===== config.mk =====
export PLATFORM = sky130hd
export DESIGN_NAME = mouse_packet_arbiter
export DESIGN_NICKNAME = d
export VERILOG_FILES = /design/src/rtl/mouse_packet_arbiter_pkg.sv /design/src/rtl/mouse_packet_slot.sv /design/src/rtl/mouse_packet_arbiter.sv
export SDC_FILE = /design/constraint.sdc
export NUM_CORES = 1
export LEC_CHECK = 0
export BUFFER_PORTS_ARGS = -buffer_cell sky130_fd_sc_hd__buf_2
export CAP_MARGIN = 20
export CELL_PAD_IN_SITES_DETAIL_PLACEMENT = 1
export CELL_PAD_IN_SITES_GLOBAL_PLACEMENT = 2
export CORE_UTILIZATION = 37
export CTS_CLUSTER_SIZE = 10
export DETAILED_ROUTE_END_ITERATION = 16
export PLACE_DENSITY = 0.85
export REMOVE_ABC_BUFFERS = 1
export SLEW_MARGIN = 20
export SYNTH_ARGS = -nofsm -noshare
export SYNTH_HDL_FRONTEND = slang
export SYNTH_SLANG_ARGS = --single-unit

===== constraint.sdc =====
create_clock -name clk -period 5.35 [get_ports clk]
set_input_delay 1.07 -clock clk [delete_from_list [all_inputs] [get_ports clk]]
set_output_delay 1.07 -clock clk [all_outputs]
set_load 0.02 [all_outputs]

===== src/rtl/mouse_packet_arbiter_pkg.sv =====
// ============================================================================
// Module   : mouse_packet_arbiter_pkg
// Brief    : Shared packet field layout, FSM states and delta helpers for the
//            two-source ps2_mouse packet arbiter.
// Revision : 1.0 - initial release
// ============================================================================
`default_nettype none

package mouse_packet_arbiter_pkg;

  localparam int PKT_W      = 25;
  localparam int STROBE_BIT = 24;
  localparam int Y_LO_MSB   = 23;
  localparam int Y_LO_LSB   = 16;
  localparam int X_LO_MSB   = 15;
  localparam int X_LO_LSB   = 8;
  localparam int PAD_MSB    = 7;
  localparam int PAD_LSB    = 6;
  localparam int Y_SIGN_BIT = 5;
  localparam int X_SIGN_BIT = 4;
  localparam int MARKER_BIT = 3;
  localparam int BTN_MSB    = 2;
  localparam int BTN_W      = 3;
  localparam int GAP_W      = 16;

  typedef enum logic [1:0] {
    ST_IDLE = 2'd0,
    ST_EMIT = 2'd1,
    ST_GAP  = 2'd2
  } arb_state_e;

  typedef logic signed [8:0] delta_t;

  localparam delta_t DELTA_MAX = 9'sh0FF;
  localparam delta_t DELTA_MIN = 9'sh100;

  // Sign-extend to 10 bits so the true sum is visible before clamping.
  function automatic delta_t sat_add(input delta_t a, input delta_t b);
    logic signed [9:0] sum;
    sum = $signed({a[8], a}) + $signed({b[8], b});
    if (sum > 10'sd255) begin
      return DELTA_MAX;
    end else if (sum < -10'sd256) begin
      return DELTA_MIN;
    end else begin
      return delta_t'(sum[8:0]);
    end
  endfunction

endpackage

`default_nettype wire


===== src/rtl/mouse_packet_slot.sv =====
// ============================================================================
// Module   : mouse_packet_slot
// Brief    : One source's strobe detector and pending-packet slot. Build
//            option MOUSE_ARB_MERGE_EN coalesces repeat packets by saturating
//            add; otherwise a repeat overwrites and flags overrun.
// Revision : 1.0 - initial release
// ============================================================================
`default_nettype none

module mouse_packet_slot
  import mouse_packet_arbiter_pkg::*;
(
  input  logic             clk,
  input  logic             reset_n,
  input  logic             en,
  input  logic [PKT_W-1:0] pkt,
  input  logic             clr,
  output logic             valid,
  output delta_t           dx,
  output delta_t           dy,
  output logic [BTN_W-1:0] btn,
  output logic             overrun
);

  logic             strobe_q, strobe_d;
  logic             arm_q, arm_d;
  logic             valid_q, valid_d;
  delta_t           dx_q, dx_d;
  delta_t           dy_q, dy_d;
  logic [BTN_W-1:0] btn_q, btn_d;
  logic             overrun_q, overrun_d;

  logic             new_pkt;
  delta_t           in_dx;
  delta_t           in_dy;
  logic [BTN_W-1:0] in_btn;
  logic             unused_pkt_bits;

  assign unused_pkt_bits = ^{pkt[PAD_MSB:PAD_LSB], pkt[MARKER_BIT]};

  always_comb begin
    new_pkt   = arm_q && (pkt[STROBE_BIT] != strobe_q);
    in_dx     = delta_t'({pkt[X_SIGN_BIT], pkt[X_LO_MSB:X_LO_LSB]});
    in_dy     = delta_t'({pkt[Y_SIGN_BIT], pkt[Y_LO_MSB:Y_LO_LSB]});
    in_btn    = pkt[BTN_MSB:0];

    strobe_d  = pkt[STROBE_BIT];
    arm_d     = 1'b1;
    valid_d   = valid_q;
    dx_d      = dx_q;
    dy_d      = dy_q;
    btn_d     = btn_q;
    overrun_d = overrun_q;

    if (!en) begin
      valid_d = 1'b0;
      dx_d    = '0;
      dy_d    = '0;
      btn_d   = '0;
    end else if (new_pkt) begin
      valid_d = 1'b1;
      btn_d   = in_btn;
      // A slot being emitted this cycle starts fresh rather than coalescing.
      if (valid_q && !clr) begin
`ifdef MOUSE_ARB_MERGE_EN
        dx_d = sat_add(dx_q, in_dx);
        dy_d = sat_add(dy_q, in_dy);
`else
        dx_d      = in_dx;
        dy_d      = in_dy;
        overrun_d = 1'b1;
`endif
      end else begin
        dx_d = in_dx;
        dy_d = in_dy;
      end
    end else if (clr) begin
      valid_d = 1'b0;
    end
  end

  always_ff @(posedge clk or negedge reset_n) begin
    if (!reset_n) begin
      strobe_q  <= 1'b0;
      arm_q     <= 1'b0;
      valid_q   <= 1'b0;
      dx_q      <= '0;
      dy_q      <= '0;
      btn_q     <= '0;
      overrun_q <= 1'b0;
    end else begin
      strobe_q  <= strobe_d;
      arm_q     <= arm_d;
      valid_q   <= valid_d;
      dx_q      <= dx_d;
      dy_q      <= dy_d;
      btn_q     <= btn_d;
      overrun_q <= overrun_d;
    end
  end

  assign valid   = valid_q;
  assign dx      = dx_q;
  assign dy      = dy_q;
  assign btn     = btn_q;
  assign overrun = overrun_q;

endmodule

`default_nettype wire


===== src/rtl/mouse_packet_arbiter.sv =====
// ============================================================================
// Module   : mouse_packet_arbiter
// Brief    : Round-robin arbiter sharing one ps2_mouse-format packet stream
//            between two sources with a minimum gap between output toggles.
//            Build option MOUSE_ARB_MERGE_EN selects coalescing slots.
// Revision : 1.0 - initial release
// ============================================================================
`default_nettype none

module mouse_packet_arbiter
  import mouse_packet_arbiter_pkg::*;
#(
  parameter int MIN_GAP = 16
) (
  input  logic             clk,
  input  logic             reset_n,
  input  logic [1:0]       src_en,
  input  logic [PKT_W-1:0] mouse_a,
  input  logic [PKT_W-1:0] mouse_b,
  output logic [PKT_W-1:0] mouse_out,
  output logic             grant_src,
  output logic [1:0]       overrun
);

  localparam logic [GAP_W-1:0] GAP_LOAD = GAP_W'(MIN_GAP - 1);

  logic [PKT_W-1:0] src_pkt [2];
  logic [1:0]       slot_valid;
  logic [1:0]       slot_clr;
  delta_t           slot_dx [2];
  delta_t           slot_dy [2];
  logic [BTN_W-1:0] slot_btn [2];

  assign src_pkt[0] = mouse_a;
  assign src_pkt[1] = mouse_b;

  for (genvar i = 0; i < 2; i++) begin : g_slot
    mouse_packet_slot u_slot (
      .clk     (clk),
      .reset_n (reset_n),
      .en      (src_en[i]),
      .pkt     (src_pkt[i]),
      .clr     (slot_clr[i]),
      .valid   (slot_valid[i]),
      .dx      (slot_dx[i]),
      .dy      (slot_dy[i]),
      .btn     (slot_btn[i]),
      .overrun (overrun[i])
    );
  end

  arb_state_e       state_q, state_d;
  logic             sel_q, sel_d;
  logic [GAP_W-1:0] gap_cnt_q, gap_cnt_d;
  logic [PKT_W-1:0] mouse_out_q, mouse_out_d;
  logic             grant_src_q, grant_src_d;

  delta_t           sel_dx;
  delta_t           sel_dy;
  logic [BTN_W-1:0] sel_btn;

  always_comb begin
    sel_dx      = sel_q ? slot_dx[1]  : slot_dx[0];
    sel_dy      = sel_q ? slot_dy[1]  : slot_dy[0];
    sel_btn     = sel_q ? slot_btn[1] : slot_btn[0];

    state_d     = state_q;
    sel_d       = sel_q;
    gap_cnt_d   = gap_cnt_q;
    mouse_out_d = mouse_out_q;
    grant_src_d = grant_src_q;
    slot_clr    = '0;

    case (state_q)
      ST_IDLE: begin
        if (|slot_valid) begin
          state_d = ST_EMIT;
          sel_d   = (&slot_valid) ? ~grant_src_q : slot_valid[1];
        end
      end

      ST_EMIT: begin
        slot_clr[sel_q] = 1'b1;
        // A slot disabled between grant and emit has nothing left to send.
        if (slot_valid[sel_q]) begin
          mouse_out_d                     = '0;
          mouse_out_d[STROBE_BIT]         = ~mouse_out_q[STROBE_BIT];
          mouse_out_d[Y_LO_MSB:Y_LO_LSB]  = sel_dy[7:0];
          mouse_out_d[X_LO_MSB:X_LO_LSB]  = sel_dx[7:0];
          mouse_out_d[Y_SIGN_BIT]         = sel_dy[8];
          mouse_out_d[X_SIGN_BIT]         = sel_dx[8];
          mouse_out_d[MARKER_BIT]         = 1'b1;
          mouse_out_d[BTN_MSB:0]          = sel_btn;
          grant_src_d                     = sel_q;
          gap_cnt_d                       = GAP_LOAD;
          state_d                         = ST_GAP;
        end else begin
          state_d = ST_IDLE;
        end
      end

      ST_GAP: begin
        if (gap_cnt_q <= GAP_W'(1)) begin
          gap_cnt_d = '0;
          state_d   = ST_IDLE;
        end else begin
          gap_cnt_d = gap_cnt_q - GAP_W'(1);
        end
      end

      default: begin
        state_d = ST_IDLE;
      end
    endcase
  end

  always_ff @(posedge clk or negedge reset_n) begin
    if (!reset_n) begin
      state_q     <= ST_IDLE;
      sel_q       <= 1'b0;
      gap_cnt_q   <= '0;
      mouse_out_q <= '0;
      grant_src_q <= 1'b1;
    end else begin
      state_q     <= state_d;
      sel_q       <= sel_d;
      gap_cnt_q   <= gap_cnt_d;
      mouse_out_q <= mouse_out_d;
      grant_src_q <= grant_src_d;
    end
  end

  assign mouse_out = mouse_out_q;
  assign grant_src = grant_src_q;

endmodule

`default_nettype wire


==> results of run 1 <==
[cell families after synthesis]
kind of cell | share of synthesized area
simple gates | 0.1827
compound gates | 0.1795
flops | 0.5289
buf+inv | 0.04453
mux | 0.05085
xor+xnor | 0.006034
fa+ha+maj | 0.005745
other cells | 0.001724
[critical path, stage by stage (launching register included)]
cell	delay, ns
dfrtp_1	0.33
buf_4	0.40
mux2_2	0.40
a21oi_1	0.85
a31oi_1	0.07
o21ai_0	0.23
[sequential cells by signal, indices dropped and copies added (netlist names)]
name	cells
g_slot.u_slot.strobe_q	2
g_slot.u_slot.btn	6
grant_src	1
gap_cnt_q	16
sel_q	1
mouse_out	23
g_slot.u_slot.arm_q	1
g_slot.u_slot.dx	18
g_slot.u_slot.dy	18
g_slot.u_slot.valid	2
g_slot.u_slot.overrun	2
state_q	2
[path summary, 6_finish.rpt]
path / startpoint / endpoint / depth (start not counted)
max: sel_q$_DFFE_PN0P_ / gap_cnt_q[14]$_DFFE_PN0P_ / 5
min: mouse_out[3]$_DFFE_PN0P_ / mouse_out[3]$_DFFE_PN0P_ / 1
max reg2reg: sel_q$_DFFE_PN0P_ / gap_cnt_q[14]$_DFFE_PN0P_ / 5
min reg2reg: mouse_out[3]$_DFFE_PN0P_ / mouse_out[3]$_DFFE_PN0P_ / 1
max in group asynchronous: reset_n / mouse_out[15]$_DFFE_PN0P_ / 2
min in group asynchronous: reset_n / mouse_out[3]$_DFFE_PN0P_ / 1
[final cells by class]
cell class | instances | area [um2]
clock buffer | 12 | 256.5
sequential | 92 | 2303
fill | 1308 | 6359
timing repair buffer | 77 | 397.9
multi-input combinational | 315 | 1872
tap | 143 | 178.9
inverter | 12 | 45.04
clock inverter | 4 | 55.05
[layer usage]
layer	GRT usage	up-vias
li1	-	1647
met1	0.2601	1689
met2	0.3238	61
met3	0.04555	16
met4	0.07200	4
met5	0	-
[stage by stage]
stage	power, mW	area, um2
6_report	2.625	5109
5_1_grt	2.809	5109
4_1_cts	2.656	5100
3_5_place_dp	1.974	4788
3_3_place_gp	1.943	4788
2_1_floorplan	1.646	4210
[power groups by stage]
stage | sequential, mW | combinational (mW) | clock (mW)
after detailed placement | 1.03 | 0.947 | 0
final | 1.02 | 0.941 | 0.667
after CTS | 1.02 | 0.951 | 0.689
after floorplan | 1.15 | 0.495 | 0
after global routing | 1.05 | 1.05 | 0.716
after global placement | 1.02 | 0.925 | 0
[layout by cell type, fill, tap and decap left out, types with 4 or more instances in the layout]
cell type   n
nand2_1    96
clkbuf_16   9
o2111ai_1   8
nor3_1      4
a21oi_1    28
o21ai_0     4
buf_4       5
a21boi_0   44
nand3_1     5
mux2i_1    21
nand4_1     4
o211ai_1    7
buf_2      72
nor2_1     36
a22oi_1     5
nand2b_1    4
dfrtp_1    91
inv_1      12
a31oi_1     5
==> results by stage, run 1 <==
Status:
- The flow ran to the end, and the final reports show no timing, DRC or antenna violations.

Clocking:
- For this design, the sink count on the clock tree is 92.
- The maximum root-to-sink buffer count is 2.
- After clock tree synthesis, the setup repair step added 0 buffers.
- The clock tree from TritonCTS is done.
- The clock-pin slew reported for the worst setup and hold paths after clock tree synthesis is 0.07 ns.
- Clock tree synthesis selected as its root buffer the cell clkbuf_16.
- In this run, post-CTS hold repair placed 0 buffers.
- The post-cts repair resize count is 0.
- The deepest level of the CTS H-tree is 3.
- The later-pin clock latency in the skew report is 0.35 ns.
- The number of clock buffers added by TritonCTS is 9.

Floorplanning:
- The die extent in x is 110.5 um.
- The I/O pin count is 82.
- The region available for standard cell placement spans 11,470 um2.
- The area enclosed by the die boundary is 12,210 um2.
- Measured along the y axis, the die boundary spans 110.5 um.
- The standard-cell row count is 39.
- The initial core utilization is 0.3798.

Yosys:
- Of the synthesized area, sequential elements account for 0.5289.
- A synthesized cell averages 9.679 um2.
- The number of distinct standard cells referenced by the synthesized netlist is 49.
- The top cell type by total area after synthesis is dfrtp_1.
- The number of enable-type register cells in the synthesized netlist is 0.
- Sorting the synthesized cells by area gives the leading types as dfrtp_1 (52%), nand2_1 (8.3%), a21boi_0 (7.6%).
- During synthesis, Yosys emitted a total of 0 warnings.
- For this run, the leading register cell type out of synthesis is dfrtp_1.
- The netlist area before placement is 4355 um2.
- The dominant cell by count in the synthesized netlist is nand2_1.
- By count the netlist is led by nand2_1 (96), dfrtp_1 (91), a21boi_0 (44).
- Synthesis inferred 92 register bits.
- The fraction of post-synthesis cell area in the top cell type by area is 0.5228.
- After technology mapping, the gate count stands at 450.
- The fraction of registers with async set or reset after synthesis is 1.000.

Pwr:
- Summed over all cells, the static leakage comes to 2.274 nW.
- The share of total power dissipated in the clock network is 0.254.
- The switching power share of the total is 0.3934.
- Power spread over the standard cell area amounts to 513.9 nW/um2.
- The internal cell power is 1.593 mW.
- IR analysis of the VDD net gives a maximum drop of 0.0002317 V.
- Of the total power, combinational logic draws 0.358.
- The part of the power in registers is 0.387.
- The analysis attributes to net switching a power of 1.033 mW.

Routing:
- In the final routing, the length of wire on met1 measures 5021 um.
- The routed design uses 5333 um of met2 wire.
- The post-route DRC violation count is 0.
- The routed layout has 3,417 vias.
- In this run the remaining antenna-violating nets after routing total 0.
- The via density per instance is 5.217.
- For this block, the initial DRC count from the detailed router was 160.
- The pre-antenna-repair detailed-routing pass consisted of 5 iterations.
- After detailed routing, the average wire length per cell comes to 16.85 um.
- The met3 routed wirelength is 481 um.
- The uppermost metal layer occupied by signal nets is met5.
- The routed design has 11,040 um of wire.

Final layout:
- The net count of the finished layout is 563.
- The synthesis-to-finish area growth is 17.29%.
- After the flow finishes, the layout carries non-filler instances totaling 655.
- The number of antenna diodes in the final layout is 0.
- In the final layout, the share of cells above drive strength 1 is 0.2070.
- The utilization of the core after routing is 0.4455.

Setup path:
- The data required time of the critical path is 5.60 ns.
- Data on the critical path arrives at its endpoint at 2.63 ns.
- The critical path is of the reg -> reg type.
- The nature of the critical path startpoint is a register.
- The register-to-register setup slack is 2.98 ns.
- The endpoint type of the worst setup path is a register.
- The peak fanout along the critical path is 26.

STA:
- After layout, the worst setup slack is 2.975 ns.
- Between clock sinks in the finished design, the worst skew comes to 0.007264 ns.
- The max-slew violation count is 0.
- The max-slew headroom at the worst pin is 0.2796.
- The post-route minimum period is 2.375 ns.
- The final critical-path share of the clock period is 0.4439.
- Summed over all failing endpoints, the final setup total negative slack is 0 ns.
- Setup repair after global routing left no endpoint under its margin.
- Setup violations remaining at the end of the flow were counted as 0.
- The smallest hold slack is 0.4629 ns.
- The final-report hold violation count came to 0.
- The maximum clock rate is 421.1 MHz.
- The transition time of the tightest slew-check pin is 1.081 ns.

GRT:
- The initial antenna violation count was 3.
- The via count of the first global-routing pass was 3,715.
- The overall fraction of global-route tracks in use is 0.1994.
- Entering global routing, the biggest net connects 65 pins.
- The global-route wire length before repair is 19,180 um.
- The final global-route overflow total is 0.

Place:
- The post-placement setup slack is 2.744 ns.
- Input and output buffers added on the ports amount to 73.
- Counting tap cells, the placed design contains a total of 639 instances.
- The estimated wirelength of the detail-placed design is 6957 um.
- Routability-driven placement finished with a final weighted congestion of 0.7444.

Min path:
- The min-delay analysis places its worst path in the category reg -> reg.

Flow run:
- The number of maximum-capacitance violations is 0.
Note: power is estimated with default switching activity, not from simulation.
==> inputs of run 2 (changes only) <==
--- a/config.mk
+++ b/config.mk
@@ -9,10 +9,10 @@
 export CAP_MARGIN = 20
 export CELL_PAD_IN_SITES_DETAIL_PLACEMENT = 1
 export CELL_PAD_IN_SITES_GLOBAL_PLACEMENT = 2
-export CORE_UTILIZATION = 37
+export CORE_UTILIZATION = 34
 export CTS_CLUSTER_SIZE = 10
 export DETAILED_ROUTE_END_ITERATION = 16
-export PLACE_DENSITY = 0.85
+export PLACE_DENSITY = 0.79
 export REMOVE_ABC_BUFFERS = 1
 export SLEW_MARGIN = 20
 export SYNTH_ARGS = -nofsm -noshare
==> constraint.sdc (replaced) <==
create_clock -name clk -period 2.4 [get_ports clk]
set_input_delay 0.48 -clock clk [delete_from_list [all_inputs] [get_ports clk]]
set_output_delay 0.48 -clock clk [all_outputs]
set_load 0.02 [all_outputs]
==> results by stage, run 2 (same netlist as run 1, synthesis figures left out) <==
Pwr:
- The switching power total is 2.298 mW.
- For this design the ratio of total power to cell area is 1128 nW/um2.
- The worst-case IR drop observed on VDD is 0.0004080 V.
- The total design power is 5.894 mW.
- The internal portion of the total power is 3.596 mW.
- The clock share of power is 0.247.
- The switching power share of the total is 0.3899.
- Of the total power, combinational logic draws 0.368.
- The part of the power in registers is 0.385.
- For this design the static power due to leakage is 2.340 nW.

Routing:
- The number of violations reported at the end of detailed-routing iteration 0 is 129.
- The number of search-and-repair iterations in the first detailed-routing pass is 4.
- The post-route DRC violation count is 0.
- The count of vias placed by the detailed router is 3,481.
- The via density per instance is 5.030.
- For this block, the routed nets add up to 11,090 um of wire.
- The post-detailed-route count of antenna-violating nets is 0.
- In the final routed layout, each cell accounts on average for 16.03 um.

Setup path:
- The largest individual stage delay along the critical path comes from the cell nor4_2.
- STA puts the critical path data arrival time at 2.16 ns.
- The beginning of the worst register-to-register path is gap_cnt_q[13]$_DFFE_PN0P_.
- Traced cell by cell, the critical path runs through nor4_2 > nand4_4 > nor3b_1 > a211o_1.
- The critical path starts at gap_cnt_q[13]$_DFFE_PN0P_.
- The critical path class is reg -> reg.
- The worst setup path is captured at a register.
- The maximum cell stage delay along the critical path is 0.54 ns.
- The nature of the critical path startpoint is a register.
- For the worst setup path, the data required time is 2.63 ns.
- The peak fanout along the critical path is 17.

GRT:
- The initial antenna violation count is 2.
- The via count of the first global-routing pass is 3,694.
- For this run the aggregate overflow at the end of global routing stands at 0.
- Entering global routing, the biggest net connects 45 pins.
- For this run, the total global-route usage over all layers was measured as 0.1875.
- The global-route wire length before repair is 18,780 um.

Final layout:
- The flip-flop count of the largest register after layout is 23.
- The sequential cell area is 2303 um2.
- Of the cells placed in the final design, the portion with a size suffix greater than 1 is 0.2233.
- The most common library cell in the layout ignoring fill and taps is nand2_1.
- In the final design database the tool counted 575 nets.
- In the layout the commonest cells are nand2_1 (96), dfrtp_1 (91), buf_2 (72), a21boi_0 (44), nor2_1 (37).
- The number of antenna diodes in the final layout is 0.
- The footprint of the multi-input gates is 1863 um2.
- The synthesis-to-finish area growth is 19.94%.
- The number of fill cells in the layout is 1,437.
- The post-layout instance count excluding filler cells is 692.

Clocking:
- The root cell of the clock tree is clkbuf_16.
- CTS saw 92 sinks.
- Post-CTS timing repair inserted 0 buffers for setup.
- The H-tree generated during clock tree synthesis spans 3 levels.
- TritonCTS built the clock tree.
- The number of buffers created by CTS is 9.
- The post-cts repair resize count is 0.
- The clock reaches the later pin of the worst-skew pair after 0.35 ns.
- Clock-pin slew was measured on the worst setup and hold paths at 0.07 ns.
- The number of hold buffers added after CTS was 0.
- The clock passes through at most 2 buffers.

Floorplanning:
- The initial core utilization is 0.3552.
- In this run the core area contains 40 standard-cell rows.
- The die extent in x is 115.2 um.
- The I/O pin count is 82.
- The area enclosed by the die boundary is 13,270 um2.
- The placeable core area is 12,260 um2.
- The vertical die dimension is 115.2 um.

STA:
- The maximum clock rate is 518.5 MHz.
- Setup violations remaining at the end of the flow were counted as 0.
- The final critical-path share of the clock period is 0.8037.
- The final-report hold violation count is 0.
- The max-slew violation count is 0.
- In the final timing run, aggregate negative setup slack is 0 ns.
- Setup repair after global routing left no endpoint under its margin.
- Between clock sinks in the finished design, the worst skew comes to 0.006761 ns.
- The worst path needs 1.929 ns of the cycle, external delays included.
- The worst pin sits at a relative slew slack of 0.5992.
- The transition time of the tightest slew-check pin is 0.6012 ns.

Place:
- The wire-length estimate of the detail-placed layout is 7534 um.
- The number of placed cells counting well taps is 676.
- The final weighted congestion in routability-driven placement is 0.7282.
- The count of port buffers added during placement is 73.

Min path:
- The kind of path behind the tightest hold check is in -> async.

Status:
- The flow ran to the end, and the final reports show no timing, DRC or antenna violations.

Flow run:
- Across the run, the number of max-cap violations was 0.
run 2: cell count changes in the layout (fill, tap and decap cells not counted), sizes merged:
cell	previous run	this run
buf	77	89
clkbuf	12	10
clkinv	1	4
clkinvlp	1	0
run 2: per-layer routing:
layer | wire, um | share of wire | vias up | GRT usage
li1 | - | - | 1680 | -
met1 | 5005 | 0.45 | 1732 | 0.2262
met2 | 5545 | 0.50 | 51 | 0.3249
met3 | 381 | 0.034 | 14 | 0.04164
met4 | 139 | 0.013 | 4 | 0.07446
met5 | 22 | 0.0020 | - | 0
run 2: through the flow:
stage	util	cell area (um2)	hold WS [ns]	worst slack (ns)
after global routing	0.4260	5224	0.1837	0.3150
after CTS	0.4260	5224	0.1625	0.4491
after floorplan	-	4210	0.1844	-0.08535
after detailed placement	0.4014	4922	0.4569	0.4681
after global placement	0.4014	4922	0.4503	0.4947
final	0.4260	5224	0.1268	0.4712
run 2: path summary, 6_finish.rpt:
check | slack [ns] | to | depth (start not counted)
worst max-delay path | 0.47 | gap_cnt_q[2]$_DFFE_PN0P_ | 4
min in group clk | 0.26 | g_slot[1].u_slot.strobe_q$_DFF_PN0_ | 1
max in group asynchronous | 1.58 | g_slot[1].u_slot.dx[4]$_DFFE_PN0P_ | 2
worst min-delay path | 0.13 | mouse_out[2]$_DFFE_PN0P_ | 1
worst max register to register | 0.47 | gap_cnt_q[2]$_DFFE_PN0P_ | 4
worst min register to register | 0.47 | mouse_out[24]$_DFFE_PN0P_ | 1
run 2: worst max-delay path: cells and delay by family, from the launching register on:
| kind | cells | cell delay, ns |
|---|---|---|
| simple gates | 3 | 1.11 |
| flops | 1 | 0.44 |
| compound gates | 1 | 0.26 |
run 2: power by group through the flow:
stage,Combinational (mW),Clock [mW],Sequential [mW]
2_1_floorplan,1.10,0,2.57
3_3_place_gp,2.17,0,2.27
3_5_place_dp,2.20,0,2.30
4_1_cts,2.21,1.49,2.27
5_1_grt,2.41,1.56,2.33
6_report,2.17,1.46,2.27
run 2: area by class of cell:
cell class / instances / area share
well taps: 168 / 0.04024
clock buffers: 10 / 0.04575
flip-flops and latches: 92 / 0.4410
inverters: 12 / 0.008623
repair buffers: 89 / 0.09581
clock inverters: 6 / 0.01198
multi-input cells: 315 / 0.3566
==> inputs of run 3 (changes only) <==
==> constraint.sdc (replaced) <==
create_clock -name clk -period 1.8 [get_ports clk]
set_input_delay 0.36 -clock clk [delete_from_list [all_inputs] [get_ports clk]]
set_output_delay 0.36 -clock clk [all_outputs]
set_load 0.02 [all_outputs]
==> results by stage, run 3 (same netlist as run 1, synthesis figures left out) <==
Status:
- The flow ran to the end, and the final reports show no timing, DRC or antenna violations.

GRT:
- The initial antenna violation count is 1.
- The final global-route overflow total is 0.
- The global-route wire length before repair is 19,690 um.
- The via count of the first global-routing pass is 3,888.
- The overall fraction of global-route tracks in use is 0.1957.
- Entering global routing, the biggest net connects 36 pins.

Min path:
- The worst hold path belongs to the class in -> reg.

Routing:
- The detailed-route wire length is 11,670 um.
- After detailed routing, the number of remaining DRC violations is 0.
- Dividing the detail-routed wire length by the instance count gives 16.48 um.
- The number of search-and-repair iterations in the first detailed-routing pass is 4.
- The first routing iteration left 85 violations.
- The count of vias placed by the detailed router is 3,527.
- The post-detailed-route count of antenna-violating nets is 0.
- The via density per instance is 4.982.

Pwr:
- The share of total power in combinational logic is 0.406.
- Of the total power, the share spent switching nets is 0.3893.
- In this run the static leakage power is 2.423 nW.
- Across the VDD grid, the largest voltage drop is 0.0004948 V.
- The ratio of total power to cell area is 1525 nW/um2.
- The internal cell power is 5.029 mW.
- The part of the power in registers is 0.360.
- Of the total power, the clock network draws 0.234.
- The design draws 8.235 mW.
- The analysis attributes to net switching a power of 3.206 mW.

Clocking:
- The clock tree from TritonCTS is done.
- The clock reaches the later pin of the worst-skew pair after 0.35 ns.
- The clock-pin slew reported for the worst setup and hold paths after clock tree synthesis is 0.07 ns.
- Buffers inserted during clock tree synthesis total 9.
- The deepest level of the CTS H-tree is 3.
- The longest clock path from root to sink contains 2 buffers.
- Counting every sink on the clock net gives 92.
- The root cell of the clock tree is clkbuf_16.

Floorplanning:
- The initial core utilization is 0.3552.
- The total area inside the core boundary comes to 12,260 um2.
- The die is 115.2 um wide.
- The standard-cell row count is 40.
- The die is 115.2 um tall.
- The area enclosed by the die boundary is 13,270 um2.
- 82 I/O pins were placed.

Flow run:
- The tool flagged a number of max-cap violations equal to 0.

STA:
- Across all hold checks on the routed design, the worst slack comes to 0.1425 ns.
- The final critical-path share of the clock period is 0.9417.
- The final-report hold violation count is 0.
- The post-route minimum period is 1.695 ns.
- Setup violations remaining at the end of the flow were counted as 0.
- The final clock skew is 0.006639 ns.
- Setup repair after global routing left no endpoint under its margin.
- The max-slew violation count is 0.
- Timing would allow up to 590.0 MHz.

Setup path:
- The nature of the critical path startpoint is a register.
- Of all nets on the critical path, the largest fanout is 4.
- At the worst endpoint, the arrival time is 1.96 ns.
- The worst setup path is of the reg -> reg kind.
- The critical path goes through or4_4 > nor2_1 > buf_4 > o2111ai_1 > a22oi_1.
- The maximum cell stage delay along the critical path is 0.58 ns.
- For the worst setup path, the data required time is 2.06 ns.
- The slowest stage of the critical path is the or4_4 cell.
- The endpoint type of the worst setup path is a register.

Final layout:
- The final cell area excluding filler cells is 5400 um2.
- The number of fill cells in the layout is 1,435.
- The number of diodes added for antenna fixing is 0.
- The most common library cell in the layout ignoring fill and taps is nand2_1.
- The area growth from synthesis to layout is 23.99%.
- The register with the most flip-flops in the layout has 23 of them.
- In the layout the commonest cells are nand2_1 (96), dfrtp_1 (90), buf_2 (72), a21boi_0 (44), nor2_1 (36).
- For this run, the post-layout net count is 591.
- The sequential cells in the finished layout cover a total of 2305 um2.
- The post-layout instance count excluding filler cells is 708.
- Summing all multi-input logic gate instances after layout gives 1902 um2.
- The fraction of final layout cells sized beyond drive strength 1 is 0.2519.
- The utilization of the core after routing is 0.4404.

Place:
- The area after detailed placement is 5052 um2.
- The estimated wirelength of the detail-placed design is 7907 um.
- During placement, the flow inserted port buffers numbering 73.
- The final weighted congestion in routability-driven placement is 0.7902.
- The number of placed cells counting well taps is 690.
[run 3: power groups by stage]
| stage | registers [mW] | clock network (mW) | logic [mW] |
|---|---|---|---|
| final | 2.97 | 1.93 | 3.34 |
| after detailed placement | 3.00 | 0 | 3.23 |
| after floorplan | 3.42 | 0 | 1.47 |
| after CTS | 2.97 | 1.97 | 3.28 |
| after global placement | 2.97 | 0 | 3.14 |
| after global routing | 3.04 | 2.04 | 3.68 |
[run 3: through the flow]
step           setup WS (ns)  setup TNS [ns]
2_1_floorplan        -0.6854          -23.39
3_3_place_gp         0.05398               0
3_5_place_dp         0.02166               0
4_1_cts              0.04753               0
5_1_grt              0.01374               0
6_report              0.1049               0
[run 3: worst paths after layout]
| kind | depth (start not counted) | to | slack, ns | startpoint |
|---|---|---|---|---|
| setup / recovery | 5 | gap_cnt_q[11]$_DFFE_PN0P_ | 0.10 | gap_cnt_q[6]$_DFFE_PN0P_ |
| hold / removal | 1 | g_slot[0].u_slot.strobe_q$_DFF_PN0_ | 0.14 | mouse_a[24] |
| setup reg to reg | 5 | gap_cnt_q[11]$_DFFE_PN0P_ | 0.10 | gap_cnt_q[6]$_DFFE_PN0P_ |
| hold reg to reg | 1 | mouse_out[24]$_DFFE_PN0P_ | 0.48 | mouse_out[24]$_DFFE_PN0P_ |
| max in group asynchronous | 3 | g_slot[1].u_slot.dx[5]$_DFFE_PN0P_ | 0.73 | reset_n |
| min in group asynchronous | 2 | gap_cnt_q[9]$_DFFE_PN0P_ | 0.50 | reset_n |
[run 3: what timing repair did]
action / CTS / global route
setup buffers: 0 / 1
endpoints found under the setup margin: 1 / 7
endpoints found under the hold margin: 28 / 0
gates resized for setup: 1 / 8
hold buffers: 1 / 0
pin swaps: 0 / 1
[run 3: layout make-up]
cell class                 count  share of cell area
clock buffer                  13             0.04634
sequential                    92              0.4268
timing repair buffer         105              0.1200
clock inverter                 3            0.007414
tap                          168             0.03892
inverter                      12            0.008341
multi-input combinational    315              0.3522
[run 3: metal layers]
layer / vias up / part of all wire / global-route usage
met2: 54 / 0.50 / 0.3402
met5: - / 0.0011 / 0
met3: 15 / 0.029 / 0.04481
met1: 1751 / 0.46 / 0.2390
li1: 1705 / - / -
met4: 2 / 0.013 / 0.06580
[run 3: worst max-delay path, delay by kind of cell, from the launching register on]
family	cells	cell delay, ns
simple gates	2	0.70
buf+inv	1	0.14
compound gates	2	0.32
flops	1	0.44
